## src/rtl/pc_sequencer_pkg.sv

```systemverilog
// pc_sequencer_pkg: shared opcode/function codes, widths, states and branch condition decode.
package pc_sequencer_pkg;
    localparam int PC_W = 8;
    localparam logic [2:0] OPC_JUMP = 3'b011;
    localparam logic [2:0] OPC_BR = 3'b100;
    localparam logic [3:0] FC_B = 4'd0;
    localparam logic [3:0] FC_BZ = 4'd1;
    localparam logic [3:0] FC_BNZ = 4'd2;
    localparam logic [3:0] FC_BCY = 4'd3;
    localparam logic [3:0] FC_BNCY = 4'd4;
    localparam logic [3:0] FC_BS = 4'd5;
    localparam logic [3:0] FC_BNS = 4'd6;
    localparam logic [3:0] FC_BV = 4'd7;
    localparam logic [3:0] FC_BNV = 4'd8;
    localparam logic [3:0] FC_CALL = 4'd9;
    localparam logic [3:0] FC_RET = 4'd10;

    typedef enum logic {RUN, HALT} seq_state_e;

    function automatic logic br_cond(input logic [3:0] fc, input logic c, z, o, s);
        case (fc)
            FC_B, FC_CALL, FC_RET: return 1'b1;
            FC_BZ: return z;
            FC_BNZ: return ~z;
            FC_BCY: return c;
            FC_BNCY: return ~c;
            FC_BS: return s;
            FC_BNS: return ~s;
            FC_BV: return o;
            FC_BNV: return ~o;
            default: return 1'b0;
        endcase
    endfunction
endpackage

```

## src/rtl/pc_sequencer_if.sv

```systemverilog
// pc_sequencer_if: decode/flag inputs and fetch-side outputs of the program counter sequencer.
interface pc_sequencer_if;
    import pc_sequencer_pkg::*;
    logic instr_valid;
    logic [2:0] opcode;
    logic [3:0] fcode;
    logic [PC_W-1:0] lbl;
    logic cflag, zflag, oflag, sflag;
    logic stall;
    logic [PC_W-1:0] pc;
    logic flush, ras_ovf, ras_unf, halted;

    modport master(
        output instr_valid, opcode, fcode, lbl, cflag, zflag, oflag, sflag, stall,
        input pc, flush, ras_ovf, ras_unf, halted
    );
    modport slave(
        input instr_valid, opcode, fcode, lbl, cflag, zflag, oflag, sflag, stall,
        output pc, flush, ras_ovf, ras_unf, halted
    );
endinterface

```

## src/rtl/pc_sequencer_branch_ras.sv

```systemverilog
// branch_ras: return-address LIFO; a push when full silently overwrites the oldest entry.
module branch_ras import pc_sequencer_pkg::*; #(
    parameter int DEPTH = 4
) (
    input  logic            clk,
    input  logic            rst_n,
    input  logic            push,
    input  logic            pop,
    input  logic [PC_W-1:0] din,
    output logic [PC_W-1:0] dout,
    output logic            full,
    output logic            empty
);
    localparam int AW = $clog2(DEPTH);
    logic [PC_W-1:0] mem [DEPTH];
    logic [AW-1:0] wp, tp;
    logic [AW:0] cnt;

    // Circular write pointer: wrapping onto the oldest slot is what gives overwrite-on-full.
    assign tp = wp - AW'(1);
    assign dout = mem[tp];
    assign full = cnt == (AW+1)'(DEPTH);
    assign empty = cnt == '0;

    always_ff @(posedge clk) begin
        if (!rst_n) begin
            wp <= '0;
            cnt <= '0;
        end else if (push) begin
            mem[wp] <= din;
            wp <= wp + AW'(1);
            cnt <= full ? cnt : cnt + (AW+1)'(1);
        end else if (pop) begin
            wp <= tp;
            cnt <= cnt - (AW+1)'(1);
        end
    end
endmodule

```

## src/rtl/pc_sequencer.sv

```systemverilog
// pc_sequencer: program counter with branch resolution, return-address stack and halt on underflow.
module pc_sequencer import pc_sequencer_pkg::*; #(
    parameter int RAS_DEPTH = 4,
    parameter logic [PC_W-1:0] RESET_PC = 8'h00
) (
    input logic clk,
    input logic rst_n,
    pc_sequencer_if.slave bus
);
    seq_state_e state, state_nx;
    logic [PC_W-1:0] pc_q, pc_nx, top;
    logic flush_q, ovf_q, unf_q;
    logic res, is_br, push, ret, pop, unf, taken, full, empty;

    branch_ras #(.DEPTH(RAS_DEPTH)) u_ras (
        .clk(clk), .rst_n(rst_n), .push(push), .pop(pop),
        .din(pc_q + PC_W'(1)), .dout(top), .full(full), .empty(empty)
    );

    always_comb begin
        res = bus.instr_valid & ~bus.stall & (state == RUN);
        is_br = res & (bus.opcode == OPC_BR);
        push = is_br & (bus.fcode == FC_CALL);
        ret = is_br & (bus.fcode == FC_RET);
        unf = ret & empty;
        pop = ret & ~empty;
        taken = (res & (bus.opcode == OPC_JUMP))
              | (is_br & br_cond(bus.fcode, bus.cflag, bus.zflag, bus.oflag, bus.sflag) & ~unf);
        // Underflowing return freezes pc; otherwise pc advances whenever running and not stalled.
        pc_nx = unf ? pc_q
              : pop ? top
              : taken ? bus.lbl
              : (state == RUN && !bus.stall) ? pc_q + PC_W'(1) : pc_q;
        state_nx = unf ? HALT : state;
    end

    always_ff @(posedge clk) begin
        if (!rst_n) begin
            state <= RUN;
            pc_q <= RESET_PC;
            flush_q <= 1'b0;
            ovf_q <= 1'b0;
            unf_q <= 1'b0;
        end else begin
            state <= state_nx;
            pc_q <= pc_nx;
            flush_q <= taken;
            ovf_q <= ovf_q | (push & full);
            unf_q <= unf_q | unf;
        end
    end

    assign bus.pc = pc_q;
    assign bus.flush = flush_q;
    assign bus.ras_ovf = ovf_q;
    assign bus.ras_unf = unf_q;
    assign bus.halted = state == HALT;
endmodule

```

## src/flat_wrapper.sv

```systemverilog
// flat-port wrapper written by rule: the top's interface ports become plain ports
module pc_sequencer_flat import pc_sequencer_pkg::*;
#(
    parameter int RAS_DEPTH = 4,
    parameter logic [PC_W-1:0] RESET_PC = 8'h00
)
  (clk, rst_n, bus_instr_valid, bus_opcode, bus_fcode, bus_lbl, bus_cflag, bus_zflag, bus_oflag, bus_sflag, bus_stall, bus_pc, bus_flush, bus_ras_ovf, bus_ras_unf, bus_halted);
  pc_sequencer_if bus_i ();
  input logic clk;
  input logic rst_n;
  input wire logic [$bits(bus_i.instr_valid)-1:0] bus_instr_valid;
  input wire logic [$bits(bus_i.opcode)-1:0] bus_opcode;
  input wire logic [$bits(bus_i.fcode)-1:0] bus_fcode;
  input wire logic [$bits(bus_i.lbl)-1:0] bus_lbl;
  input wire logic [$bits(bus_i.cflag)-1:0] bus_cflag;
  input wire logic [$bits(bus_i.zflag)-1:0] bus_zflag;
  input wire logic [$bits(bus_i.oflag)-1:0] bus_oflag;
  input wire logic [$bits(bus_i.sflag)-1:0] bus_sflag;
  input wire logic [$bits(bus_i.stall)-1:0] bus_stall;
  output wire logic [$bits(bus_i.pc)-1:0] bus_pc;
  output wire logic [$bits(bus_i.flush)-1:0] bus_flush;
  output wire logic [$bits(bus_i.ras_ovf)-1:0] bus_ras_ovf;
  output wire logic [$bits(bus_i.ras_unf)-1:0] bus_ras_unf;
  output wire logic [$bits(bus_i.halted)-1:0] bus_halted;
  assign bus_i.instr_valid = bus_instr_valid;
  assign bus_i.opcode = bus_opcode;
  assign bus_i.fcode = bus_fcode;
  assign bus_i.lbl = bus_lbl;
  assign bus_i.cflag = bus_cflag;
  assign bus_i.zflag = bus_zflag;
  assign bus_i.oflag = bus_oflag;
  assign bus_i.sflag = bus_sflag;
  assign bus_i.stall = bus_stall;
  assign bus_pc = bus_i.pc;
  assign bus_flush = bus_i.flush;
  assign bus_ras_ovf = bus_i.ras_ovf;
  assign bus_ras_unf = bus_i.ras_unf;
  assign bus_halted = bus_i.halted;
  pc_sequencer #(.RAS_DEPTH(RAS_DEPTH), .RESET_PC(RESET_PC)) u_core (.clk(clk), .rst_n(rst_n), .bus(bus_i));
endmodule
```

## config.mk

```make
export PLATFORM = sky130hd
export DESIGN_NAME = pc_sequencer_flat
export DESIGN_NICKNAME = d
export VERILOG_FILES = /design/src/rtl/pc_sequencer_pkg.sv /design/src/rtl/pc_sequencer_if.sv /design/src/rtl/pc_sequencer_branch_ras.sv /design/src/rtl/pc_sequencer.sv /design/src/flat_wrapper.sv
export SDC_FILE = /design/constraint.sdc
export NUM_CORES = 1
export LEC_CHECK = 0
export ABC_AREA = 1
export ABC_CLOCK_PERIOD_IN_PS = 4800
export BUFFER_PORTS_ARGS = -buffer_cell sky130_fd_sc_hd__clkbuf_2
export CORE_UTILIZATION = 50
export DETAILED_ROUTE_END_ITERATION = 10
export GPL_ROUTABILITY_DRIVEN = 0
export GPL_TIMING_DRIVEN = 0
export PLACE_DENSITY_LB_ADDON = 0.08
export SYNTH_ARGS = -nofsm -noshare
export SYNTH_HDL_FRONTEND = slang
export SYNTH_SLANG_ARGS = --single-unit
```

## constraint.sdc

```tcl
create_clock -name clk -period 4.8 [get_ports clk]
set_input_delay 0.24 -clock clk [delete_from_list [all_inputs] [get_ports clk]]
set_output_delay 0.24 -clock clk [all_outputs]
set_load 0.02 [all_outputs]
```

==> impl_metrics.toml, run 1 <==
[grt]
track_usage_pct = 23.3
antenna_found_initial = 0
grt_max_degree = 19
gr-total-overflow = 0
grt_pass1_wl_mm = 9.21
first_global_vias = 1899

[yosys]
synth-main-ff-cell = "edfxtp_1"
yosysTopAreaCell = "edfxtp_1"
ys_warn_count = 0
synth_enable_flop_cells = 32
synth_cells = 288
synth-compound-area-share_pct = 11.8
synth_top_family_by_area = "simple AND/OR/NAND/NOR gates"
synth_xor_area_share_pct = 2.33
muxShareOfSynthArea_pct = 0
synth_seq_cells = 49
synth_top_area_share_pct = 36.6
ys_types = 35
async_reset_ff_share_pct = 0
synth.area.top_cells = "edfxtp_1, dfxtp_1, inv_1"
yosys.area_share.simple_pct = 24.2
netlist_area_um2 = 2630
syn_avg_cell_area_um2 = 9.12
seq_area_frac_synth_pct = 49.5
synth_fa_ha_area_share_pct = 3.14
syn_nets = 317

[drt]
drt_pass1_iterations = 4
route.detailed.drc = 0
ant_nets = 0
first_iter_violations = 52
vias_per_cell = 5.03
vias = 2010
drt-wirelength-per-cell_um = 14.2
drt_wl_total_mm = 5.69

[floorplanning]
std_cell_rows = 26
initial_core_util_pct = 51.8
coreArea_um2 = 5070
die_y_um = 74.5
dieWidth_um = 74.5
dieArea_um2 = 5550
io_pins = 35

[critical_path]
r2r-start = "u_core.u_ras.wp[0]$_SDFFE_PN0P_"
critPathCaptureType = "flip-flop"
required_ns = 5.00
critPathLaunchType = "flip-flop"
crit_type = "flip-flop to flip-flop"
cp.arrival_ns = 2.72
crit_start = "u_core.u_ras.wp[0]$_SDFFE_PN0P_"
crit_path_max_fanout = 11

[cells_and_area]
postLayoutCoreUtil_pct = 58.7
multi_input_area_um2 = 1090
n_antenna_cell = 0
fin_nets = 358
final_common_cell = "inv_1"
seqCellArea_um2 = 1300
mostFrequentLayoutCells = "inv_1, nand2_1, clkbuf_2, edfxtp_1, o21ai_0"
final_layout_size_suffix_gt1_share_pct = 27.6
fillers = 484
syn_to_final_growth_pct = 13.4

[clock_network]
clk_latency_ns = 0.31
cts_max_level = 2
cts_root_buf = "clkbuf_8"
hold_buffers = 0
cts_sinks = 49
clkTransAtPathRegs_ns = 0.10
ctsLongestPathBuffers = 2
cts_tree = "built"
cts_buffers = 5
cts_setup_buffers = 0
cts_resized = 0

[power_and_ir_drop]
p_leak_nw = 1.32
sw_frac_of_total_pct = 26.4
ir_worst_vdd_mv = 0.162
p_clk_share_pct = 32.1
p_comb_share_pct = 10.6
power.density_nw_per_um2 = 271
p_sw_mw = 0.213
share_seq_of_total_power_pct = 57.3
internal_power_mw = 0.596

[timing]
fin_crit_sh_pct = 52.6
slew_headroom_pct = 42.6
slew_viol_final = 0
worstMarginPinSlew_ns = 0.858
hold_viol = 0
rsz0062_at_grt = "false"
fin_crit_ns = 2.53
setup_viol = 0
setup_ws_ns = 2.27
fin_skew_ns = 0.00479
max_clock_freq_ghz = 0.396
setup_tns_ns = 0

[place]
pre_cts_ws_ns = 2.30
io_buffers = 34
dp_hpwl_mm = 4.20

[min_path]
min_from = "rst_n"
hold_class = "primary input to flip-flop"

[flow_run]
maxCapViolCount = 0

[run_status]
status = "complete, no violations"
==> registers in the layout, indices dropped and copies added (netlist names) <==
signal and count:
u_core.u_ras.wp 2, u_core.bus.pc 8, u_core.bus.flush 1, u_core.bus.ras_ovf 1
u_core.bus.ras_unf 1, u_core.bus.halted 1, u_core.u_ras.mem 32, u_core.u_ras.cnt 3
==> cells in the mapped netlist, types with 2 or more instances <==
master / n
nor2_1: 19
a31oi_1: 6
nand3_2: 9
a21oi_2: 7
nand3_1: 17
nand2_1: 36
inv_1: 50
xnor2_1: 2
xor2_1: 5
inv_2: 3
o21ai_1: 2
nor2_4: 4
edfxtp_1: 32
nand4_1: 2
clkbuf_1: 3
nand2_2: 17
o21ai_0: 21
a21oi_1: 14
o22ai_1: 3
ha_1: 5
dfxtp_1: 17
==> per-layer routing <==
metal | global-route usage, % | share of wire, % | vias up
li1 | - | - | 1029
met1 | 29.3 | 46 | 943
met2 | 39.9 | 50 | 28
met3 | 5.28 | 3.3 | 10
met4 | 6.71 | 1.4 | 0
met5 | 0 | 0 | -
==> power groups by stage <==
stage,sequential (mW),clock [mW],combinational [mW]
2_1_floorplan,0.478,0,0.0501
5_1_grt,0.464,0.280,0.0953
4_1_cts,0.463,0.263,0.0862
3_3_place_gp,0.473,0,0.0845
6_report,0.463,0.260,0.0859
3_5_place_dp,0.473,0,0.0858
==> cell type report <==
class	instances	share of cell area [%]
Tap cell	70	2.94
Timing Repair Buffer	34	5.71
Clock buffer	5	2.31
Multi-Input combinational cell	179	36.5
Clock inverter	3	0.882
Buffer	6	1.05
Inverter	54	6.89
Sequential cell	49	43.7
==> path summary, 6_finish.rpt <==
path	endpoint	slack (ns)	cells past startpoint
worst max-delay path	u_core.bus.pc[4]$_SDFFE_PN0P_	2.27	8
worst min register to register	u_core.bus.ras_unf$_SDFF_PN0_	0.47	2
worst min-delay path	u_core.bus.pc[7]$_SDFFE_PN0P_	0.21	3
worst max register to register	u_core.bus.pc[4]$_SDFFE_PN0P_	2.27	8
==> worst max-delay path, stage by stage, from the launching register on <==
cell,delay (ns)
dfxtp_1,0.52
inv_1,0.09
buf_2,0.22
ha_1,0.38
inv_1,0.19
buf_1,0.43
nand3_1,0.13
a31oi_1,0.35
a21oi_2,0.09
==> logic make-up after synthesis <==
kind of cell | count (synthesis)
DFF | 49
and+or+nand+nor | 112
AOI/OAI and AO/OA | 54
adders and majority gates | 6
buffers and inverters | 60
xor gates and xnor gates | 7
==> metrics by stage <==
step	cell area, µm²	instances	power (mW)	hold slack (ns)
final	2980	400	0.809	0.208
after global routing	2980	400	0.840	0.224
after CTS	2980	400	0.812	0.201
after detailed placement	2880	392	0.559	0.453
after global placement	2880	392	0.557	0.442
after floorplan	2630	288	0.528	0.397
No activity file was read; power rests on OpenSTA's default activity.
==> inputs of run 2 (changes only) <==
- ABC_CLOCK_PERIOD_IN_PS: 4800 -> 2390
- clock period: 4.8 -> 2.39 ns (I/O delays scaled with it)
==> run 2 against run 1 <==
Compared with the run above: core utilization about the same; combinational power up 100%; critical endpoint unchanged; non-clock buffer count unchanged; sequential share of layout area about the same; final cell count unchanged; critical path depth up 1; largest power group unchanged; flip-flop and latch count unchanged; clock skew about the same; clock power up 100%; die area unchanged; total power up 100%.
==> impl_metrics.toml, run 2 (same netlist as run 1, synthesis figures left out) <==
[grt]
track_usage_pct = 23.2
grt_max_degree = 19
antenna_found_initial = 0
grt_pass1_wl_mm = 9.20
first_global_vias = 1908
gr-total-overflow = 0

[min_path]
whs_path_depth = 3
hold_class = "primary input to flip-flop"
min_from = "rst_n"

[critical_path]
rr_worst_depth = 9
critPathCapture = "u_core.bus.pc[4]$_SDFFE_PN0P_"
crit_type = "flip-flop to flip-flop"
rrSetupSlack_ns = 0.20
cp_num_buf_inv = 4
cpPeakStageDelay_ns = 0.43
critPathCaptureType = "flip-flop"
worst_r2r_endpoint = "u_core.bus.pc[4]$_SDFFE_PN0P_"
crit_chain = "inv_1, buf_2, ha_1, inv_1, buf_2, a21oi_1, o21ai_0, a31oi_1, a21oi_2"
crit_slowest_cell = "dfxtp_2"
crit_start = "u_core.u_ras.wp[0]$_SDFFE_PN0P_"
cpLargestDelayFamily = "compound AO/OA/AOI/OAI gates"
cp.arrival_ns = 2.39
r2r-start = "u_core.u_ras.wp[0]$_SDFFE_PN0P_"
required_ns = 2.59
worst-path-stages = 9
crit_path_max_fanout = 11
critPathLaunchType = "flip-flop"

[clock_network]
clk_latency_ns = 0.31
cts_max_level = 2
cts_root_buf = "clkbuf_8"
cts_setup_buffers = 0
cts_buffers = 5
cts_sinks = 49
clkTransAtPathRegs_ns = 0.10
hold_buffers = 0
ctsLongestPathBuffers = 2
cts_tree = "built"

[timing]
slew_headroom_pct = 42.5
hold_viol = 0
worstMarginPinSlew_ns = 0.860
max_clock_freq_ghz = 0.456
fin_skew_ns = 0.00451
rsz0062_at_grt = "false"
setup_viol = 0
fin_crit_sh_pct = 91.8
slew_viol_final = 0
fin_crit_ns = 2.19

[drt]
wl_met2_mm = 2.79
dr_wl_met3_um = 167
first_iter_violations = 55
vias_per_cell = 5.06
drt-wirelength-per-cell_um = 14.2
vias = 2022
ant_nets = 0
drt_pass1_iterations = 4
top_layer = "met4"
wl_met1_mm = 2.61
route.detailed.drc = 0
drt_wl_total_mm = 5.67

[cells_and_area]
mostFrequentLayoutCells = "inv_1, nand2_1, clkbuf_2, edfxtp_1, o21ai_0"
final_common_cell = "inv_1"
n_antenna_cell = 0
final_layout_size_suffix_gt1_share_pct = 28.2
largest_register = "u_core.u_ras.mem"
largest_register_ffs = 32
syn_to_final_growth_pct = 13.5
fin_nets = 358
postLayoutCoreUtil_pct = 58.8

[flow_run]
maxCapViolCount = 0

[power_and_ir_drop]
p_clk_share_pct = 32.0
share_seq_of_total_power_pct = 57.3
power.density_nw_per_um2 = 544
p_leak_nw = 1.32
sw_frac_of_total_pct = 26.3
finalPower_mw = 1.62
internal_power_mw = 1.20
ir_worst_vdd_mv = 0.325
p_comb_share_pct = 10.6
p_sw_mw = 0.426

[floorplanning]
io_pins = 35
dieArea_um2 = 5550
initial_core_util_pct = 51.8
coreArea_um2 = 5070
die_y_um = 74.5
dieWidth_um = 74.5
std_cell_rows = 26

[run_status]
status = "complete, no violations"

[place]
io_buffers = 34
dp_hpwl_mm = 4.20
==> run 2: cell count changes in the layout (fill, tap and decap cells not counted) <==
cell / previous run / this run
buf_1: 1 / 0
buf_2: 1 / 2
dfxtp_1: 17 / 16
dfxtp_2: 0 / 1
==> run 2: stage by stage <==
| step | TNS (ns) | area, µm² | instances | hold WS [ns] | setup WS (ns) |
|---|---|---|---|---|---|
| floorplan | 0 | 2630 | 288 | 0.276 | 0.508 |
| finish | 0 | 2980 | 400 | 0.0910 | 0.197 |
| global placement | -0.346 | 2880 | 392 | 0.416 | -0.0807 |
| detailed placement | -0.494 | 2880 | 392 | 0.414 | -0.106 |
| CTS | 0 | 2980 | 400 | 0.0808 | 0.0864 |
| global route | 0 | 2980 | 400 | 0.104 | 0.0102 |
==> run 2: repair_timing <==
item                       in CTS  in global routing
cloned                          0                  0
setup endpoints to repair       6                  6
gates resized for setup         1                  1
==> run 2: worst min-delay path, delay by kind of cell <==
family	cells	cell delay (ns)
AO/OA/AOI/OAI	2	0.13
buffers and inverters	1	0.11
==> run 2: how the worst min path moves through the flow <==
stage,slack [ns],end
final,0.09,u_core.bus.pc[7]$_SDFFE_PN0P_
after global routing,0.10,u_core.bus.pc[7]$_SDFFE_PN0P_
after CTS,0.08,u_core.bus.pc[7]$_SDFFE_PN0P_
after detailed placement,0.41,u_core.bus.pc[7]$_SDFFE_PN0P_
after global placement,0.42,u_core.bus.pc[7]$_SDFFE_PN0P_
after floorplan,0.28,u_core.bus.pc[7]$_SDFFE_PN0P_
==> run 2: final cells by class <==
cell class | instances | area, µm²
multi-input cells | 179 | 1090
fillers | 485 | 2090
inverters | 54 | 205
flip-flops and latches | 49 | 1300
plain buffers | 6 | 32.5
repair buffers | 34 | 170
well taps | 70 | 87.6
clock buffers | 5 | 68.8
clock inverters | 3 | 26.3
==> run 2: power groups by stage <==
stage | sequential (mW) | clock (mW) | combinational, mW
floorplan | 0.960 | 0 | 0.101
CTS | 0.930 | 0.529 | 0.173
detailed placement | 0.950 | 0 | 0.172
global route | 0.933 | 0.563 | 0.191
finish | 0.930 | 0.519 | 0.173
global placement | 0.949 | 0 | 0.170
==> run 2: routing by layer <==
metal	vias up	track usage, %
met5	-	0
met4	0	7.55
met3	12	5.42
met2	30	39.6
met1	953	29.1
li1	1027	-
